<file path="config.mk">
export PLATFORM = sky130hd
export DESIGN_NAME = mem_port_arbiter
export DESIGN_NICKNAME = d
export VERILOG_FILES = /design/src/rtl/mem_arb_pkg.sv /design/src/rtl/arb_pick.sv /design/src/rtl/mem_port_arbiter.sv
export SDC_FILE = /design/constraint.sdc
export NUM_CORES = 1
export LEC_CHECK = 0
export BUFFER_PORTS_ARGS = -buffer_cell sky130_fd_sc_hd__buf_4
export CELL_PAD_IN_SITES_DETAIL_PLACEMENT = 0
export CELL_PAD_IN_SITES_GLOBAL_PLACEMENT = 2
export CORE_UTILIZATION = 19
export CTS_CLUSTER_DIAMETER = 150
export CTS_CLUSTER_SIZE = 28
export DETAILED_ROUTE_END_ITERATION = 12
export GPL_ROUTABILITY_DRIVEN = 1
export HOLD_SLACK_MARGIN = 0.06
export PLACE_DENSITY_LB_ADDON = 0.1
export SLEW_MARGIN = 10
export SYNTH_ARGS = -nofsm -noshare
export SYNTH_HDL_FRONTEND = slang
export SYNTH_SLANG_ARGS = --single-unit
</file>
<file path="constraint.sdc">
create_clock -name clk -period 2.3 [get_ports clk]
set_clock_uncertainty 0.2 [all_clocks]
set_input_delay 0.23 -clock clk [delete_from_list [all_inputs] [get_ports clk]]
set_output_delay 0.23 -clock clk [all_outputs]
set_load 0.01 [all_outputs]
</file>
<file path="src/rtl/mem_arb_pkg.sv">
// Shared types and defaults for the instruction/data memory port arbiter.
// State and requester encodings are used by the arbiter FSM and the picker.
// Default widths match a 32-bit core memory port.
package mem_arb_pkg;

   localparam int DEF_ADDR_W = 32;
   localparam int DEF_DATA_W = 32;

   typedef enum logic [1:0] {
      IDLE      = 2'd0,
      BUSY_INST = 2'd1,
      BUSY_DATA = 2'd2
   } arb_state_t;

   typedef enum logic {
      REQ_INST = 1'b0,
      REQ_DATA = 1'b1
   } requester_t;

endpackage

</file>
<file path="src/rtl/arb_pick.sv">
// Two-way grant picker for the memory port arbiter (macro ARB_ROUND_ROBIN_EN).
// Latency: purely combinational, no state.
// Backpressure: none; the caller only consults the result while idle.
module arb_pick
   import mem_arb_pkg::*;
(
   input  logic inst_valid,
   input  logic data_valid,
   input  logic last_grant,   // requester_t encoding of the previous winner
   output logic grant,        // requester_t encoding of the winner
   output logic grant_valid
);

`ifdef ARB_ROUND_ROBIN_EN
   // On a tie, alternate away from whoever won last
   always_comb begin
      grant_valid = inst_valid | data_valid;
      grant       = REQ_DATA;
      if (inst_valid && !data_valid) begin
         grant = REQ_INST;
      end else if (inst_valid && data_valid) begin
         grant = (last_grant == REQ_DATA) ? REQ_INST : REQ_DATA;
      end
   end
`else
   // Fixed priority: data wins every tie, so fetch can starve under constant data traffic
   always_comb begin
      grant_valid = inst_valid | data_valid;
      grant       = REQ_DATA;
      if (inst_valid && !data_valid) begin
         grant = REQ_INST;
      end
   end

   // History input is kept on the port so both builds share one interface
   logic unused_last_grant;
   assign unused_last_grant = last_grant;
`endif

endmodule

</file>
<file path="src/rtl/mem_port_arbiter.sv">
// Shares one single-port memory between fetch and load/store requesters; tie rule set by ARB_ROUND_ROBIN_EN.
// Latency: grant registered at the request edge, response ready/data passed straight through from memory.
// Backpressure: requesters hold valid until their one-cycle ready; one idle cycle separates grants.
module mem_port_arbiter
   import mem_arb_pkg::*;
#(
   parameter int ADDR_W = DEF_ADDR_W,
   parameter int DATA_W = DEF_DATA_W
) (
   input  logic              clk,
   input  logic              reset,
   input  logic [ADDR_W-1:0] inst_req_addr,
   input  logic              inst_req_valid,
   output logic [DATA_W-1:0] inst_req_data,
   output logic              inst_req_ready,
   input  logic [ADDR_W-1:0] data_req_addr,
   input  logic [DATA_W-1:0] data_req_wdata,
   input  logic              data_req_write,
   input  logic              data_req_valid,
   output logic [DATA_W-1:0] data_req_rdata,
   output logic              data_req_ready,
   output logic [ADDR_W-1:0] mem_addr,
   output logic [DATA_W-1:0] mem_wdata,
   output logic              mem_write,
   output logic              mem_valid,
   input  logic [DATA_W-1:0] mem_rdata,
   input  logic              mem_ready,
   output logic              busy
);

   arb_state_t state;
   requester_t last_grant;
   logic       pick_grant;
   logic       pick_valid;

   arb_pick u_pick (
      .inst_valid  (inst_req_valid),
      .data_valid  (data_req_valid),
      .last_grant  (last_grant),
      .grant       (pick_grant),
      .grant_valid (pick_valid)
   );

   // Grant FSM: latch the winner's request into the memory port, release on mem_ready
   always_ff @(posedge clk) begin
      if (reset) begin
         state      <= IDLE;
         last_grant <= REQ_DATA;
         mem_valid  <= 1'b0;
         mem_addr   <= '0;
         mem_wdata  <= '0;
         mem_write  <= 1'b0;
      end else begin
         case (state)
            IDLE: begin
               if (pick_valid) begin
                  mem_valid <= 1'b1;
                  if (pick_grant == REQ_INST) begin
                     mem_addr  <= inst_req_addr;
                     mem_wdata <= '0;
                     mem_write <= 1'b0;
                     state     <= BUSY_INST;
                  end else begin
                     mem_addr  <= data_req_addr;
                     mem_wdata <= data_req_wdata;
                     mem_write <= data_req_write;
                     state     <= BUSY_DATA;
                  end
               end
            end
            BUSY_INST: begin
               if (mem_ready) begin
                  state      <= IDLE;
                  mem_valid  <= 1'b0;
                  last_grant <= REQ_INST;
               end
            end
            BUSY_DATA: begin
               if (mem_ready) begin
                  state      <= IDLE;
                  mem_valid  <= 1'b0;
                  last_grant <= REQ_DATA;
               end
            end
            default: begin
               state     <= IDLE;
               mem_valid <= 1'b0;
            end
         endcase
      end
   end

   // Response path: read data is shared, only the owner of the transaction sees ready
   always_comb begin
      inst_req_data  = mem_rdata;
      data_req_rdata = mem_rdata;
      inst_req_ready = (state == BUSY_INST) && mem_ready;
      data_req_ready = (state == BUSY_DATA) && mem_ready;
      busy           = (state != IDLE);
   end

endmodule

</file>
==> results of run 1 <==
[flip-flops by register name, summed over array words and instances (netlist names)]
name / flops
mem_write: 1
state: 2
mem_addr: 32
mem_valid: 1
mem_wdata: 32
[cell usage in the layout (no fill, tap or decap)]
master / count
buf_4: 177
dlygate4sd3_1: 97
dfxtp_1: 68
nor2_1: 65
nand2_1: 34
a21oi_1: 33
a22oi_1: 33
a211oi_1: 30
clkbuf_16: 9
inv_1: 4
nand2b_1: 4
and2_1: 3
ha_1: 3
clkinv_2: 3
a211oi_2: 2
bufinv_16: 2
buf_12: 2
o21a_1: 1
nor2b_2: 1
a311oi_1: 1
o21ai_4: 1
o21ai_0: 1
a221oi_1: 1
a21o_1: 1
clkbuf_8: 1
clkbuf_1: 1
[worst max-delay path, cell delays in order (launching register included)]
cell and delay (ns):
dfxtp_1 0.36, inv_1 0.07, ha_1 0.28, nand2b_1 0.19, a21oi_1 0.10, a211oi_1 0.20, dlygate4sd3_1 0.57
[kinds of logic after synthesis]
logic type / after synthesis
buf+inv: 96
simple gates: 107
compound gates: 104
flops: 68
fa+ha+maj: 3
[power breakdown]
part | internal [µW] | leakage [µW] | switching (µW) | total, µW
clock | 973 | 0.000159 | 531 | 1500
combinational | 531 | 0.00177 | 470 | 1000
sequential | 1310 | 0.000562 | 69.3 | 1380
total | 2810 | 0.00249 | 1070 | 3880
[final timing paths]
path                                     to                   start
setup / recovery      state[0]$_SDFFE_PP0P_   state[0]$_SDFFE_PP0P_
hold / removal    mem_addr[30]$_SDFFE_PP0P_       inst_req_addr[30]
setup reg to reg      state[0]$_SDFFE_PP0P_   state[0]$_SDFFE_PP0P_
hold reg to reg      mem_valid$_SDFFE_PP0P_  mem_valid$_SDFFE_PP0P_
[layout make-up]
| cell class | count | share of cell area [%] |
|---|---|---|
| multi-input cells | 214 | 21.5 |
| clock buffers | 11 | 4.43 |
| clock inverters | 5 | 1.37 |
| flip-flops and latches | 68 | 24.8 |
| well taps | 216 | 4.93 |
| repair buffers | 276 | 42.7 |
| inverters | 4 | 0.274 |
[layer usage]
metal | up-vias | GRT usage, % | wire [µm]
met2 | 139 | 21.5 | 5320
li1 | 1609 | - | -
met5 | - | 0 | 0
met1 | 1505 | 14.9 | 4780
met3 | 7 | 6.07 | 1030
met4 | 0 | 3.18 | 96
[stage by stage]
step | instance area (µm²) | setup slack, ns | util, % | cells | total power [µW]
after detailed placement | 4190 | 0.416 | 26.1 | 681 | 2280
after global routing | 5480 | 0.131 | 34.1 | 794 | 4110
after floorplan | 3160 | 0.725 | - | 378 | 1930
after CTS | 5480 | 0.284 | 34.1 | 794 | 3970
after global placement | 4190 | 0.456 | 26.1 | 681 | 2280
final | 5480 | 0.275 | 34.1 | 794 | 3880
[repair_timing]
action	4_1_cts	5_1_grt
hold buffers	97	0
buffers inserted	0	0
hold endpoints to repair	66	0
resized for setup	0	0
==> run metrics, run 1 <==
Crit Path Max Fanout 6; cell count after synthesis 378; minimum period implied by the final worst setup slack 2.02 ns; summed instance area of the synthesized netlist 0.00316 mm²; kind of start point of the critical path flip-flop; count of clock tree sinks 68; number of pins exceeding their max-slew limit in the final report 0; unrepaired setup endpoints after global routing false; effective utilization at floorplan 19.7%; top area cells in the synthesized netlist dfxtp_1 (43%), buf_4 (16%), a22oi_1 (7.8%); status completed; f_max 494 MHz; later-pin clock latency in the skew report 0.34 ns; violation count after the first detailed-routing iteration 143; Overall Global Routing Usage 12.9%; Reg area 0.00136 mm²; path depth of the worst reg2reg path 6; synthesized-area fraction occupied by xor and xnor cells 0%; Post-Route WL 11,200 µm; worst hold slack 0.0802 ns; H-Tree Depth 3; most frequent cell after synthesis dfxtp_1; I/O pin cnt 267; area growth from synthesis to layout 73.3%; share of the synthesized area in compound gates (AO/OA/AOI/OAI) 22.4%; Leak 0.00249 µW; Initial DRT Pass Iterations 6; global-route wire length before repair 16,600 µm; area of the placeable core 0.0161 mm²; share of synthesized area spent on multiplexers 0%; commonest cells in the netlist dfxtp_1 (68), buf_4 (67), nor2_1 (65); worst-margin pin slew 0.435 ns; area of the multi-input gates 0.00118 mm²; total of endpoints with negative setup slack in the final report 0; average via count per standard cell 4.11; PwrDens 708 mW/mm²; Max-Slew Margin vs Limit 71.0%; Synth async-reset ratio 0%; Cell variety after synth 21; largest voltage drop on the vdd net 0.000489 V; area share of fa/ha/maj cells after synthesis 1.19%; final routed DRC violation total 0; Yosys top cell by area dfxtp_1; overall die area 0.0172 mm²; number of placement rows 46; CTS tree done; Post-Syn Nets 515; Fin. Hold Viols 0; final clock period utilization by the worst path 88.0%; largest net degree at the start of global routing 53; register-to-register setup slack 0.28 ns; number of synthesized flops with an enable pin 0; clock root buffer clkbuf_16; Fillers 1,683; Critical Path RT 2.38 ns; Post-Route Setup TNS 0 ns; placed wire-length estimate 7180 µm; maximum count of clock buffers along a single path 2; number of warnings reported in the yosys synthesis log 0; antenna-violating nets left 0; post-DR wirelength/cell 14.1 µm; horizontal extent of the die 131 µm; number of global-route vias before repair 3,264; dominant combinational cell family by area after synthesis compound AO/OA/AOI/OAI gates; maxcap violations 0; mean post-synth cell area 8.37 µm²; antenna violations before repair 0; final antenna diode count 0; number of flip-flops and latches in the synthesized netlist 68; total vias in the final route 3,260; fraction of final layout cells sized beyond drive strength 1 34.3%; post-synthesis sequential area ratio 43.0%; top flip-flop cell by instance count after synthesis dfxtp_1; fraction of synthesized cell area taken by the top area cell type 43.0%; TritonCTS Buffers 9; nets 710; Post-Synth Simple-Gate Area 13.3%; Hold Path Depth 3; Hold/Removal Path Class primary input to flip-flop; worst path arrival time 2.11 ns; count of buffers inserted at the top-level ports 170; clock transition at the registers of the reported paths 0.06 ns; routability cong. 0.664; DIE HEIGHT 131 µm; Critical Path End Type flip-flop; sum of overflow across all layers after global routing 0; Crit Path Category flip-flop to flip-flop
No activity file was read; power rests on OpenSTA's default activity.
==> run 2: changes to the inputs <==
REMOVE_ABC_BUFFERS = 1   (was unset)
==> run 2 against run 1 <==
Net effect:
- total power up 2.2%
- highest routed layer is now met5
- register-to-register slack worse by 0.14 ns
- sequential cell count unchanged
- critical path type is now primary input to flip-flop
- largest cell class unchanged
- via count up 3.3%
- critical endpoint is now mem_addr[7]$_SDFFE_PP0P_
==> run metrics, run 2 (synthesis gave the netlist of run 1 again) <==
status completed; clock transition at the registers of the reported paths 0.05 ns; final routed DRC violation total 0; Crit Path Max Fanout 32; maximum count of clock buffers along a single path 2; crit path to mem_addr[7]$_SDFFE_PP0P_; Fillers 1,675; total of endpoints with negative setup slack in the final report 0; overall die area 0.0172 mm²; Critical Path End Type flip-flop; antenna violations before repair 0; number of pins exceeding their max-slew limit in the final report 0; Leak 0.00254 µW; f_max 457 MHz; Critical Path RT 2.38 ns; area growth from synthesis to layout 76.3%; Final Core Density 34.7%; fraction of final layout cells sized beyond drive strength 1 35.0%; PwrDens 711 mW/mm²; post-route cell area 0.00558 mm²; largest net degree at the start of global routing 65; Post-Route WL 13,600 µm; final antenna diode count 0; Crit Path Category primary input to flip-flop; number of global-route vias before repair 3,335; worst r2r src state[0]$_SDFFE_PP0P_; I/O pin cnt 267; antenna-violating nets left 0; count of buffers inserted at the top-level ports 170; Power, Total 3960 µW; placed wire-length estimate 8790 µm; post-DR wirelength/cell 17.1 µm; Largest regs mem_addr: 32 flops, mem_wdata: 32 flops, state: 2 flops; H-Tree Depth 3; number of placement rows 46; violation count after the first detailed-routing iteration 125; leading cell type in the layout, fill and taps excluded buf_4; path depth of the worst reg2reg path 7; area of the placeable core 0.0161 mm²; later-pin clock latency in the skew report 0.34 ns; Overall Global Routing Usage 15.4%; minimum period implied by the final worst setup slack 2.19 ns; largest voltage drop on the vdd net 0.000366 V; placement-stage cell area 0.00419 mm²; RR Endpoint mem_addr[7]$_SDFFE_PP0P_; maxcap violations 0; Max-Slew Margin vs Limit 66.9%; commonest non-fill, non-tap cells in the layout buf_4 (175), dlygate4sd3_1 (96), dfxtp_1 (68); Initial DRT Pass Iterations 4; horizontal extent of the die 131 µm; unrepaired setup endpoints after global routing false; CTS tree done; worst path arrival time 2.27 ns; worst-margin pin slew 0.496 ns; sum of overflow across all layers after global routing 0; average via count per standard cell 4.23; kind of start point of the critical path primary input; Hold/Removal Path Class primary input to flip-flop; count of clock tree sinks 68; Post-Route Setup TNS 0 ns; routability cong. 0.692; nets 712; global-route wire length before repair 19,200 µm; final clock period utilization by the worst path 95.1%; TritonCTS Buffers 9; Fin. Hold Viols 0; launch point of the critical path data_req_valid; register-to-register setup slack 0.14 ns; total vias in the final route 3,366; clock root buffer clkbuf_16; DIE HEIGHT 131 µm; effective utilization at floorplan 19.7%
[run 2: how the worst min path moves through the flow]
stage / startpoint / end / slack (ns) / cells past startpoint
2_1_floorplan: reset / mem_addr[29]$_SDFFE_PP0P_ / 0.09 / 1
3_3_place_gp: mem_rdata[6] / data_req_rdata[6] / 0.26 / 0
3_5_place_dp: mem_rdata[6] / data_req_rdata[6] / 0.26 / 0
4_1_cts: inst_req_addr[2] / mem_addr[2]$_SDFFE_PP0P_ / 0.06 / 3
5_1_grt: inst_req_valid / state[0]$_SDFFE_PP0P_ / 0.07 / 3
6_report: inst_req_addr[30] / mem_addr[30]$_SDFFE_PP0P_ / 0.08 / 3
[run 2: final cells by class]
type | instances | area (µm²) | share of cell area, %
Multi-Input combinational cell | 214 | 1190 | 21.3
Clock inverter | 6 | 88.8 | 1.59
Tap cell | 216 | 270 | 4.85
Timing Repair Buffer | 278 | 2420 | 43.5
Sequential cell | 68 | 1360 | 24.4
Clock buffer | 10 | 229 | 4.11
Inverter | 4 | 15.0 | 0.269
[run 2: stage by stage]
stage / worst slack (ns) / cells / hold WS (ns)
after floorplan: 0.173 / 286 / 0.0946
after global placement: 0.575 / 680 / 0.260
after detailed placement: 0.523 / 680 / 0.260
after CTS: 0.0159 / 792 / 0.0603
after global routing: 0.00612 / 796 / 0.0665
final: 0.113 / 796 / 0.0760
[run 2: repair_timing]
action / in CTS / in global routing
endpoints found under the setup margin: 0 / 11
buffers inserted: 0 / 1
hold buffers: 96 / 0
endpoints found under the hold margin: 66 / 0
gates resized for setup: 0 / 8
[run 2: critical path, stage by stage]
cell and delay [ns]:
dlygate4sd3_1 0.54, buf_4 0.17, nand2b_1 0.12, clkbuf_8 0.28, nand2_1 0.09, a311oi_1 0.26
dlygate4sd3_1 0.57
[run 2: report_power, final]
| part | switching, µW | internal, µW | total (µW) |
|---|---|---|---|
| clock | 553 | 949 | 1500 |
| sequential | 65.7 | 1310 | 1370 |
| combinational | 490 | 600 | 1090 |
| total | 1110 | 2860 | 3960 |
[run 2: routing by layer]
layer	share of wire (%)	global-route usage (%)
met1	46	18.9
met3	14	11.1
met2	38	20.3
met5	0.60	6.18
met4	1.2	4.67
